--- config.mk ---
export PLATFORM = sky130hd
export DESIGN_NAME = sm2_decoder_agc
export DESIGN_NICKNAME = d
export VERILOG_FILES = /design/src/rtl/sm2_decoder_agc.sv
export SDC_FILE = /design/constraint.sdc
export NUM_CORES = 1
export LEC_CHECK = 0
export BUFFER_PORTS_ARGS = -buffer_cell sky130_fd_sc_hd__buf_4
export CAP_MARGIN = 20
export CORE_ASPECT_RATIO = 1.4
export CORE_MARGIN = 3
export CORE_UTILIZATION = 25
export DETAILED_ROUTE_END_ITERATION = 6
export REMOVE_ABC_BUFFERS = 1
export SLEW_MARGIN = 25
export SYNTH_ARGS = -nofsm -noshare
export SYNTH_HDL_FRONTEND = slang
export SYNTH_SLANG_ARGS = --single-unit
--- constraint.sdc ---
create_clock -name clk -period 3.1 [get_ports clk]
set_clock_uncertainty 0.15 [all_clocks]
set_input_delay 0 -clock clk [delete_from_list [all_inputs] [get_ports clk]]
set_output_delay 0 -clock clk [all_outputs]
set_load 0.01 [all_outputs]
--- src/rtl/sm2_decoder_agc.sv ---
// Decodes 2-bit sign/magnitude samples to signed levels (1-cycle latency) and reports per-window
// magnitude occupancy with hi/lo flags for threshold AGC. No backpressure: every valid sample is taken.
module sm2_decoder_agc #(
  parameter int MAG_LEVEL = 3,
  parameter int OW        = 3,
  parameter int WIN_LOG2  = 10,
  parameter int HI_THR    = 400,
  parameter int LO_THR    = 280
) (
  input  logic                 clk,
  input  logic                 RESET,
  input  logic                 sig_I,
  input  logic                 mag_I,
  input  logic                 in_valid,
  output logic signed [OW-1:0] out,
  output logic                 out_valid,
  output logic [WIN_LOG2:0]    mag_cnt,
  output logic                 mag_cnt_valid,
  output logic                 hi_flag,
  output logic                 lo_flag
);

  localparam logic signed [OW-1:0] POS_MAG = OW'(MAG_LEVEL);
  localparam logic signed [OW-1:0] NEG_MAG = OW'(-MAG_LEVEL);
  localparam logic signed [OW-1:0] POS_ONE = OW'(1);
  localparam logic signed [OW-1:0] NEG_ONE = OW'(-1);
  localparam logic [WIN_LOG2:0]    HI_T    = (WIN_LOG2+1)'(HI_THR);
  localparam logic [WIN_LOG2:0]    LO_T    = (WIN_LOG2+1)'(LO_THR);

  logic signed [OW-1:0] dec;
  logic [WIN_LOG2-1:0]  smp_cnt;
  logic [WIN_LOG2:0]    acc;
  logic [WIN_LOG2:0]    acc_next;
  logic                 win_close;

  always_comb begin
    dec = POS_ONE;
    case ({sig_I, mag_I})
      2'b00:   dec = POS_ONE;
      2'b01:   dec = POS_MAG;
      2'b10:   dec = NEG_ONE;
      default: dec = NEG_MAG;
    endcase
  end

  always_ff @(posedge clk or posedge RESET) begin
    if (RESET) begin
      out       <= '0;
      out_valid <= 1'b0;
    end else begin
      out_valid <= in_valid;
      if (in_valid) out <= dec;
    end
  end

  // The closing sample is folded into the reported count, never into the next window.
  assign acc_next  = acc + (WIN_LOG2+1)'(mag_I);
  assign win_close = in_valid && (smp_cnt == '1);

  always_ff @(posedge clk or posedge RESET) begin
    if (RESET) begin
      smp_cnt       <= '0;
      acc           <= '0;
      mag_cnt       <= '0;
      mag_cnt_valid <= 1'b0;
      hi_flag       <= 1'b0;
      lo_flag       <= 1'b0;
    end else begin
      mag_cnt_valid <= win_close;
      if (in_valid) begin
        smp_cnt <= smp_cnt + WIN_LOG2'(1);
        if (win_close) begin
          acc     <= '0;
          mag_cnt <= acc_next;
          hi_flag <= (acc_next > HI_T);
          lo_flag <= (acc_next < LO_T);
        end else begin
          acc <= acc_next;
        end
      end
    end
  end

endmodule

Word level (Yosys, flattened, before mapping)

Cells that the tools add are included.

$add $sub $neg: 2
Multipliers: 0
Divide/modulo/power cells: 0
Order comparisons: 2
Equality and inequality tests: 3
Shifts and indexed selects: 0
Multiplexer cells: 2
Bitwise gates (word level): 0
Reduce and logical (&&, ||, !) cells: 3

Operators with widths:

| operator              | number |
|---|---|
| $add 11x1->11         | 1 |
| $gt 11x9->1 const B   | 1 |
| $lt 11x9->1 const B   | 1 |
| $mux 11               | 1 |
| $add 10x1->10 const B | 1 |
| $eq 10x10->1 const B  | 1 |
| $pmux 3 s3            | 1 |
| $eq 2x1->1 const B    | 1 |
| $eq 2x2->1 const B    | 1 |
| $logic_not 2->1       | 1 |
| $reduce_and 2->1      | 1 |
| $logic_and 1x1->1     | 1 |

Flip-flop bits (word level): 39
Bits in latches: 0
Bits in writable memories: 0
Bits in read-only memories: 0
Bits of input ports: 5
Logic and storage cells: 20
Memories kept: 0

Logic depth before layout (Yosys ltp)

Gate-level depths: netlist of run 1.

Depth in word-level cells: 3
Gate-level depth with buffers: 8
Gate-level depth less buffers: 7

Least setup slack after synthesis of run 1

Ideal clock, no wire load.

Path type: register to register
From: register acc[0]
To: register lo_flag
Library setup time: 96 ps
Arrival time: 1,797 ps
Data required time: 2,854 ps
Setup slack: 1,058 ps
Cell stages (with the launch flop): 9
Buffers on the path: 1
Period minus slack after synthesis: 2,042 ps
Cell sequence: dfrtp_1 ha_1 ha_1 clkbuf_2 nand2_1 or4b_4 nand4_2 nand3_1 o32ai_2

Cells in the longest elaborated chain, start to end: 2

Ends and longest elaborated chain:

| item                   | line | text |
|---|---|---|
| start, declared        | 32   | `logic [WIN_LOG2:0] acc;` |
| start signal, assigned | 78   | `acc <= acc_next;` |
| $add 11x1->11          | 57   | `assign acc_next = acc + (WIN_LOG2+1)'(mag_I);` |
| $lt 11x9->1            | 76   | `lo_flag <= (acc_next < LO_T);` |
| end signal, assigned   | 76   |  |
| end, declared          | 20   | `output logic lo_flag` |

No other way between the ends.
A chain may end at the register's enable or synchronous reset.

Worst setup path after layout of run 1

Ends and elaborated chain as after synthesis.

==> flow_metrics.tcl, run 1 <==
set metrics [dict create \
    cts_buffers 5 \
    grt_pass1_wl_microns 6820 \
    antenna_found_initial 0 \
    cp_slowest_cell "dfrtp_1" \
    fillers 766 \
    pre_cts_ws_ns 0.885 \
    max-vdd-ir-drop_uv 387 \
    via_per_inst 4.56 \
    die_h_microns 111 \
    path_cells "ha_1 -> ha_1 -> nand3_1 -> nor3_1 -> xnor2_1 -> nand2_1 -> o32ai_2" \
    synth.distinct_cells 39 \
    area_delta_synth_final_pct 18.1 \
    max-slew-margin-rel_pct 67.7 \
    crit_buf_inv 0 \
    tns_ns 0 \
    cpMostUsedCell "ha_1" \
    worstSetupPathType "flop to flop" \
    cts_tree "done" \
    drt_iter0_markers 65 \
    cts_sinks 39 \
    synth-seq-cells 39 \
    multi_input_area_sq_um 893 \
    die_w_microns 81.3 \
    grt_max_degree 40 \
    io_pins 23 \
    synth_area_sq_um 1980 \
    postLayoutCoreUtil_pct 31.0 \
    clk_path_buf_depth 2 \
    regArea_sq_um 976 \
    cts-root-buf "clkbuf_8" \
    rsz0062_at_grt "false" \
    synth_largest_area_cell "dfrtp_1" \
    gp_congestion 0.851 \
    placementRows 37 \
    finalCriticalPeriod_ns 2.21 \
    initial_core_util_pct 26.3 \
    dp_hpwl_microns 2670 \
    leakage_nw 1.03 \
    max_freq_ghz 0.453 \
    diodes 0 \
    drv_cap 0 \
    async_flop_share_pct 100 \
    synth_seq_area_share_pct 49.2 \
    synthTopCellsByArea "dfrtp_1 (49%), xnor2_1 (6.2%), nand2_1 (4.4%), nor2_1 (3.4%), mux2_2 (3.4%)" \
    dieArea_sq_um 9050 \
    grt_usage_pct 9.53 \
    drive_above_1_share_pct 20.5 \
    hold_viol_final 0 \
    drv_slew 0 \
    end_kind "flop" \
    cp_max_fo 7 \
    p_per_area_nw_per_um2 559 \
    cts.clk_slew.worst_paths_ns 0.07 \
    crit_path_max_incr_delay_ns 0.35 \
    postCtsResizedCells 0 \
    clk_latency_ns 0.28 \
    nNetsFinal 228 \
    post-route-period-util_pct 71.2 \
    coreArea_sq_um 7550 \
    synthCells 197 \
    startpoint_type "flop" \
    critPathLaunch "acc[0]" \
    grt-ovfl-total 0 \
    worst_slack_ns 0.893 \
    status "complete, no violations" \
    avgSynthCellArea_sq_um 10.1 \
    final_cells 316 \
    wirelength_microns 3760 \
    min_from "mag_I" \
    portBuffers 22 \
    worstPathRequired_ns 3.15 \
    wire_per_inst_microns 11.9 \
    grt_pass1_vias 1449 \
    ys_warn_count 0 \
    ys.flop_type "dfrtp_1" \
    critPathTopFamily "simple AND/OR/NAND/NOR gates" \
    synth_edf_count 0 \
    vias 1440 \
    r2r_start "acc[0]" \
    drcViolationCount 0 \
    arrival_ns 2.25 \
    htreeDepth 2 \
    detail-route-antenna-nets 0 \
    dp.cells 304 \
    worstMarginPinSlew_ns 0.485 \
    dr.pass1.iters 4 \
    synth_top_area_share_pct 49.2 \
    finalSetupViolations 0 \
    hold_path.class "input port to flop" \
]
[kinds of logic (layout without fill, tap and decap cells)]
logic type	count (synthesis)	count (layout)	synth area share [%]
multiplexers	7	7	3.91
adder cells (fa/ha/maj)	5	5	3.16
flip-flops	39	39	49.2
XOR/XNOR	18	18	7.95
buffers and inverters	22	44	5.68
AND/OR/NAND/NOR	72	72	18.9
AO/OA/AOI/OAI	34	34	11.2
[final timing paths]
check | slack, ns | to | cells after the start
min | 0.01 | out[2] | 4
max in group asynchronous | 2.22 | acc[3] | 4
min reg2reg | 0.33 | smp_cnt[9] | 1
max | 0.89 | lo_flag | 7
min in group asynchronous | 0.24 | out_valid | 4
max reg2reg | 0.89 | lo_flag | 7
[what timing repair did]
item                                   CTS  global route
endpoints found under the hold margin   49             0
hold buffers                             4             0
buffers inserted                         0             0
[synthesized netlist by cell type (all sizes together), types with 2 or more instances]
master,n
and3,2
o31ai,2
a21oi,8
nor3,7
o21ai,10
nand2,23
nand4,9
nand3,7
a32oi,2
ha,5
nor2,18
xnor2,14
mux2,6
o22ai,5
buf,11
clkbuf,3
dfrtp,39
or2,2
inv,8
xor2,4
[flip-flops by register name, indices dropped and copies added, names as in the netlist]
signal	flops
out	3
lo_flag	1
mag_cnt	11
mag_cnt_valid	1
out_valid	1
acc	11
smp_cnt	10
hi_flag	1
[where the power goes]
part	total (W)	switching [W]	leakage, nW	internal (W)
Combinational	0.000247	0.000128	0.469	0.000119
Sequential	0.000693	0.000107	0.508	0.000586
Clock	0.000368	0.000165	0.0515	0.000203
[layer usage]
layer,track usage [%],up-vias,routed length (microns)
met5,0,-,0
met4,4.40,0,57
met3,1.54,5,118
met2,16.2,24,1980
met1,11.5,689,1610
li1,-,722,-
[stage by stage]
stage | power (W) | hold slack (ns) | instance area, sq um
after detailed placement | 0.000948 | 0.0171 | 2200
after CTS | 0.00133 | 0.00687 | 2340
after global placement | 0.000942 | 0.00862 | 2200
final | 0.00131 | 0.0118 | 2340
after global routing | 0.00140 | 0.0270 | 2340
after floorplan | 0.000873 | -0.119 | 1900
[area by class of cell]
cell class / count / share of cell area, %
multi-input combinational: 136 / 38.2
tap: 97 / 5.18
timing repair buffer: 28 / 9.41
clock buffer: 8 / 4.28
inverter: 8 / 1.28
sequential: 39 / 41.7
[tightest hold or removal path: stages]
cell and delay [ns]:
buf_4 0.10, ha_1 0.13, nor2_1 0.04, a21oi_1 0.13
[cells in the final DEF (no fill, tap or decap), types with 2 or more instances in the layout]
| cell | Yosys | final |
|---|---|---|
| a32oi_1 | 2 | 2 |
| dlygate4sd3_1 | 0 | 4 |
| nor3_1 | 6 | 6 |
| clkbuf_8 | 0 | 7 |
| inv_1 | 8 | 8 |
| xnor2_1 | 14 | 14 |
| nand4_2 | 2 | 2 |
| a21oi_1 | 8 | 8 |
| o21ai_0 | 10 | 10 |
| and3_1 | 2 | 2 |
| o22ai_1 | 5 | 5 |
| o31ai_1 | 2 | 2 |
| nor2_1 | 18 | 18 |
| dfrtp_1 | 39 | 39 |
| or2_2 | 2 | 2 |
| xor2_1 | 4 | 4 |
| ha_1 | 5 | 5 |
| nand2_1 | 23 | 23 |
| nand3_1 | 6 | 6 |
| mux2_2 | 6 | 6 |
| buf_4 | 4 | 24 |
| nand4_1 | 7 | 7 |
(Power assumes the default switching activity.)
==> run 2: changes to the inputs <==
==> constraint.sdc (replaced) <==
create_clock -name clk -period 2 [get_ports clk]
set_clock_uncertainty 0.15 [all_clocks]
set_input_delay 0 -clock clk [delete_from_list [all_inputs] [get_ports clk]]
set_output_delay 0 -clock clk [all_outputs]
set_load 0.01 [all_outputs]
==> run 2 against run 1 <==
Compared with the run above:
- routed wire length increased by 7.6%
- clock power increased by 57%
- sequential cell count unchanged
==> flow_metrics.tcl, run 2 (same netlist as run 1, synthesis figures left out) <==
set metrics [dict create \
    most-common-layout-cells "dfrtp_1 (39), buf_4 (33), nand2_1 (23), nor2_1 (17), xnor2_1 (14)" \
    drv_cap 0 \
    arrival_ns 2.02 \
    pre_cts_ws_ns -0.0761 \
    via_per_inst 4.47 \
    portBuffers 22 \
    post-route-period-util_pct 98.4 \
    nNetsFinal 239 \
    final_common_cell "dfrtp_1" \
    r2r_start "acc[0]" \
    top_regs "acc (11), mag_cnt (11), smp_cnt (10)" \
    die_h_microns 111 \
    worstSetupPathType "flop to flop" \
    initial_core_util_pct 26.3 \
    worstRegToRegCells 7 \
    coreArea_sq_um 7550 \
    cts-root-buf "clkbuf_8" \
    regArea_sq_um 976 \
    finalInstanceArea_sq_um 2490 \
    dp.cells 313 \
    finalCriticalPeriod_ns 1.97 \
    min_from "mag_I" \
    end_kind "flop" \
    hold_path.class "input port to flop" \
    finalSetupViolations 0 \
    dp_hpwl_microns 2920 \
    power_w 0.00211 \
    critPathLaunch "acc[0]" \
    cp_max_fo 6 \
    p_sw_w 0.000649 \
    intPower_w 0.00146 \
    placementRows 37 \
    htreeDepth 2 \
    cp-endpoint "lo_flag" \
    grt_max_degree 40 \
    seqPwrFrac_pct 51.1 \
    comb_power_share_pct 21.5 \
    grt_usage_pct 9.57 \
    worstMarginPinSlew_ns 0.492 \
    reg2reg_to "lo_flag" \
    drv_slew 0 \
    antenna_found_initial 0 \
    max-slew-margin-rel_pct 67.2 \
    rsz0062_at_grt "true" \
    vias 1463 \
    leakage_nw 1.09 \
    status "complete, no violations" \
    area_delta_synth_final_pct 25.6 \
    startpoint_type "flop" \
    tns_ns 0 \
    drive_above_1_share_pct 27.4 \
    fillers 772 \
    cts_buffers 5 \
    reg2reg_slack_ns 0.03 \
    hold_viol_final 0 \
    wirelength_microns 4050 \
    max_freq_ghz 0.508 \
    io_pins 23 \
    cts.clk_slew.worst_paths_ns 0.07 \
    p_per_area_nw_per_um2 846 \
    grt_pass1_wl_microns 6970 \
    worst_slack_ns 0.0319 \
    final_cells 327 \
    grt-ovfl-total 0 \
    cts_tree "done" \
    switching_share_pct 30.8 \
    die_w_microns 81.3 \
    drcViolationCount 0 \
    clk_latency_ns 0.28 \
    gp_congestion 0.814 \
    clockPowerShare_pct 27.4 \
    detail-route-antenna-nets 0 \
    diodes 0 \
    multi_input_area_sq_um 943 \
    place_area_sq_um 2280 \
    dieArea_sq_um 9050 \
    grt_pass1_vias 1491 \
    wire_per_inst_microns 12.4 \
    cts_sinks 39 \
    max-vdd-ir-drop_uv 487 \
    clk_path_buf_depth 2 \
    drt_iter0_markers 51 \
    worstPathRequired_ns 2.05 \
    dr.pass1.iters 4 \
]
run 2: worst min path at each step:
stage / slack, ns / endpoint / cells after the start
final: 0.02 / acc[0] / 4
after global routing: 0.04 / acc[0] / 4
after CTS: 0.02 / mag_cnt[0] / 3
after detailed placement: 0.01 / mag_cnt[10] / 3
after global placement: 0.01 / mag_cnt[10] / 3
after floorplan: -0.12 / out_valid / 0
run 2: power groups by stage:
stage / Sequential [W] / Combinational, W / Clock (W)
finish: 0.00108 / 0.000452 / 0.000577
global route: 0.00110 / 0.000523 / 0.000630
CTS: 0.00107 / 0.000440 / 0.000591
detailed placement: 0.00108 / 0.000414 / 0
global placement: 0.00108 / 0.000408 / 0
floorplan: 0.00106 / 0.000291 / 0
run 2: final cells by class:
| cell class | instances | share of cell area [%] |
|---|---|---|
| Clock buffer | 8 | 4.02 |
| Inverter | 8 | 1.21 |
| Multi-Input combinational cell | 136 | 37.9 |
| Sequential cell | 39 | 39.2 |
| Tap cell | 97 | 4.88 |
| Timing Repair Buffer | 39 | 12.8 |
run 2: metrics by stage:
| step | utilization, % | hold slack (ns) |
|---|---|---|
| after floorplan | - | -0.119 |
| after global placement | 30.2 | 0.0123 |
| after detailed placement | 30.2 | 0.0105 |
| after CTS | 32.3 | 0.0154 |
| after global routing | 33.0 | 0.0408 |
| final | 33.0 | 0.0179 |
run 2: metal layers:
| layer | routed length [microns] | global-route usage, % | part of all wire (%) | up-vias |
|---|---|---|---|---|
| met5 | 0 | 0 | 0 | - |
| li1 | - | - | - | 742 |
| met2 | 2130 | 16.3 | 53 | 16 |
| met3 | 124 | 2.27 | 3.1 | 6 |
| met4 | 59 | 3.04 | 1.5 | 0 |
| met1 | 1730 | 11.7 | 43 | 699 |
run 2: critical path: stages, from the launching register on:
cell and delay [ns]:
dfrtp_1 0.39, ha_4 0.16, ha_4 0.15, nand2_1 0.08
or4b_4 0.51, nand4_1 0.13, nand3_2 0.10, o32ai_2 0.20
run 2: timing repair:
item | 4_1_cts | 5_1_grt
buffers inserted | 0 | 1
setup endpoints to repair | 2 | 3
gates cloned | 0 | 0
resized for setup | 4 | 6
endpoints found under the hold margin | 42 | 1
hold buffers | 4 | 1
==> run 3: changes to the inputs <==
--- a/config.mk
+++ b/config.mk
@@ -5,11 +5,12 @@
 export SDC_FILE = /design/constraint.sdc
 export NUM_CORES = 1
 export LEC_CHECK = 0
-export BUFFER_PORTS_ARGS = -buffer_cell sky130_fd_sc_hd__buf_4
+export BUFFER_PORTS_ARGS = -buffer_cell sky130_fd_sc_hd__buf_2
 export CAP_MARGIN = 20
 export CORE_ASPECT_RATIO = 1.4
-export CORE_MARGIN = 3
+export CORE_MARGIN = 2
 export CORE_UTILIZATION = 25
+export CTS_CLUSTER_DIAMETER = 200
 export DETAILED_ROUTE_END_ITERATION = 6
 export REMOVE_ABC_BUFFERS = 1
 export SLEW_MARGIN = 25
==> run 3 against run 2 <==
Compared with the run above:
- the flow now finishes with violations (negative hold slack)
- first-iteration DRC count is 65% higher
- via count is 3.5% higher
- die area is 4.2% lower
- critical path depth stayed put
- sequential cell count stayed put
- final area is 1.8% lower
==> flow_metrics.tcl, run 3 (same netlist as run 1, synthesis figures left out) <==
set metrics [dict create \
    status "finished with violations" \
    violations "negative hold slack" \
    end_kind "flop" \
    comb_power_share_pct 20.9 \
    io_pins 23 \
    hold_slack_ns -0.00638 \
    intPower_w 0.00151 \
    min_from "mag_I" \
    area_delta_synth_final_pct 23.3 \
    die_w_microns 79.3 \
    antenna_found_initial 0 \
    startpoint_type "flop" \
    worstRegToRegCells 7 \
    worst_slack_ns 0.0760 \
    grt-ovfl-total 0 \
    via_per_inst 4.60 \
    hold_path.class "input port to flop" \
    top_regs "acc (11), mag_cnt (11), smp_cnt (10)" \
    max_freq_ghz 0.520 \
    gp_congestion 0.883 \
    reg2reg_slack_ns 0.08 \
    regArea_sq_um 976 \
    multi_input_area_sq_um 960 \
    most-common-layout-cells "dfrtp_1 (39), buf_2 (22), nand2_1 (21), nor2_1 (16), xnor2_1 (14)" \
    worstPathRequired_ns 2.06 \
    wire_per_inst_microns 12.3 \
    r2r_start "acc[0]" \
    grt_usage_pct 10.3 \
    dieArea_sq_um 8670 \
    switching_share_pct 31.5 \
    leakage_nw 1.09 \
    dp_hpwl_microns 2840 \
    htreeDepth 2 \
    dr.pass1.iters 4 \
    p_sw_w 0.000696 \
    clk_path_buf_depth 2 \
    wirelength_microns 4050 \
    portBuffers 22 \
    final_cells 329 \
    max-slew-margin-rel_pct 65.9 \
    finalCriticalPeriod_ns 1.92 \
    min_to "mag_cnt[0]" \
    pre_cts_ws_ns -0.0323 \
    diodes 0 \
    vias 1514 \
    grt_pass1_wl_microns 7020 \
    p_per_area_nw_per_um2 904 \
    seqPwrFrac_pct 48.7 \
    coreArea_sq_um 7700 \
    initial_core_util_pct 25.7 \
    dp.cells 317 \
    cp_max_fo 6 \
    worstMarginPinSlew_ns 0.512 \
    cts_buffers 5 \
    clk_latency_ns 0.30 \
    nNetsFinal 238 \
    cts_sinks 39 \
    hold_viol_final 1 \
    grt_pass1_vias 1499 \
    die_h_microns 109 \
    reg2reg_to "lo_flag" \
    cts.clk_slew.worst_paths_ns 0.08 \
    final_common_cell "dfrtp_1" \
    clockPowerShare_pct 30.3 \
    arrival_ns 1.99 \
    post-route-period-util_pct 96.2 \
    worstSetupPathType "flop to flop" \
    postCtsSetupBuffers 0 \
    placementRows 38 \
    drive_above_1_share_pct 29.3 \
    drv_cap 0 \
    drt_iter0_markers 84 \
    detail-route-antenna-nets 0 \
    drcViolationCount 0 \
    cts_tree "done" \
    max-vdd-ir-drop_uv 285 \
    min_path_cells 3 \
    finalSetupViolations 0 \
    cts-root-buf "clkbuf_8" \
    drv_slew 0 \
    fillers 797 \
    grt_max_degree 40 \
]
## run 3: cell count changes in the layout (fill, tap and decap cells not counted), moves of 2 or more
cell and delta:
buf_2 +22, buf_4 -21, clkbuf_8 -2, nand2_1 -2, nand2_2 +2
## run 3: stage by stage
stage / total power (W) / area, sq um / setup TNS, ns / utilization [%]
6_report: 0.00221 / 2440 / 0 / 31.7
5_1_grt: 0.00235 / 2440 / -0.00636 / 31.7
4_1_cts: 0.00222 / 2390 / 0 / 31.0
3_5_place_dp: 0.00151 / 2220 / -0.0446 / 28.9
3_3_place_gp: 0.00149 / 2220 / 0 / 28.9
2_1_floorplan: 0.00135 / 1900 / -0.164 / -
## run 3: worst max-delay path by stage
stage | depth (start not counted) | from | endpoint
floorplan | 5 | smp_cnt[0] | acc[7]
global placement | 7 | acc[0] | lo_flag
detailed placement | 7 | acc[0] | lo_flag
CTS | 7 | acc[0] | lo_flag
global route | 7 | acc[0] | lo_flag
finish | 7 | acc[0] | lo_flag
## run 3: critical path: stages, from the launching register on
cell	delay, ns
dfrtp_1	0.39
ha_4	0.16
ha_4	0.16
nand2_2	0.06
or4b_4	0.50
nand4_2	0.12
nand3_1	0.09
o32ai_2	0.21
## run 3: layer usage
| metal | GRT usage, % | wire length (microns) |
|---|---|---|
| met5 | 0 | 0 |
| met4 | 4.43 | 87 |
| met1 | 11.6 | 1800 |
| met3 | 2.96 | 174 |
| met2 | 18.2 | 1990 |
## run 3: power groups by stage
stage	clock network, W	registers (W)	logic (W)
floorplan	0	0.00106	0.000291
global placement	0	0.00107	0.000420
detailed placement	0	0.00108	0.000431
CTS	0.000692	0.00107	0.000455
global route	0.000727	0.00110	0.000521
finish	0.000670	0.00108	0.000463
## run 3: final cells by class
type                            count  share of cell area [%]
Clock buffer                        5                    2.82
Clock inverter                      3                    1.79
Multi-Input combinational cell    136                    39.3
Timing Repair Buffer               38                    9.83
Sequential cell                    39                    39.9
Tap cell                          100                    5.12
Inverter                            8                    1.23
## run 3: what timing repair did
action / in CTS / in global routing
setup endpoints to repair: 2 / 3
pin swaps: 0 / 3
hold buffers: 4 / 0
hold endpoints to repair: 43 / 0
resized for setup: 2 / 13
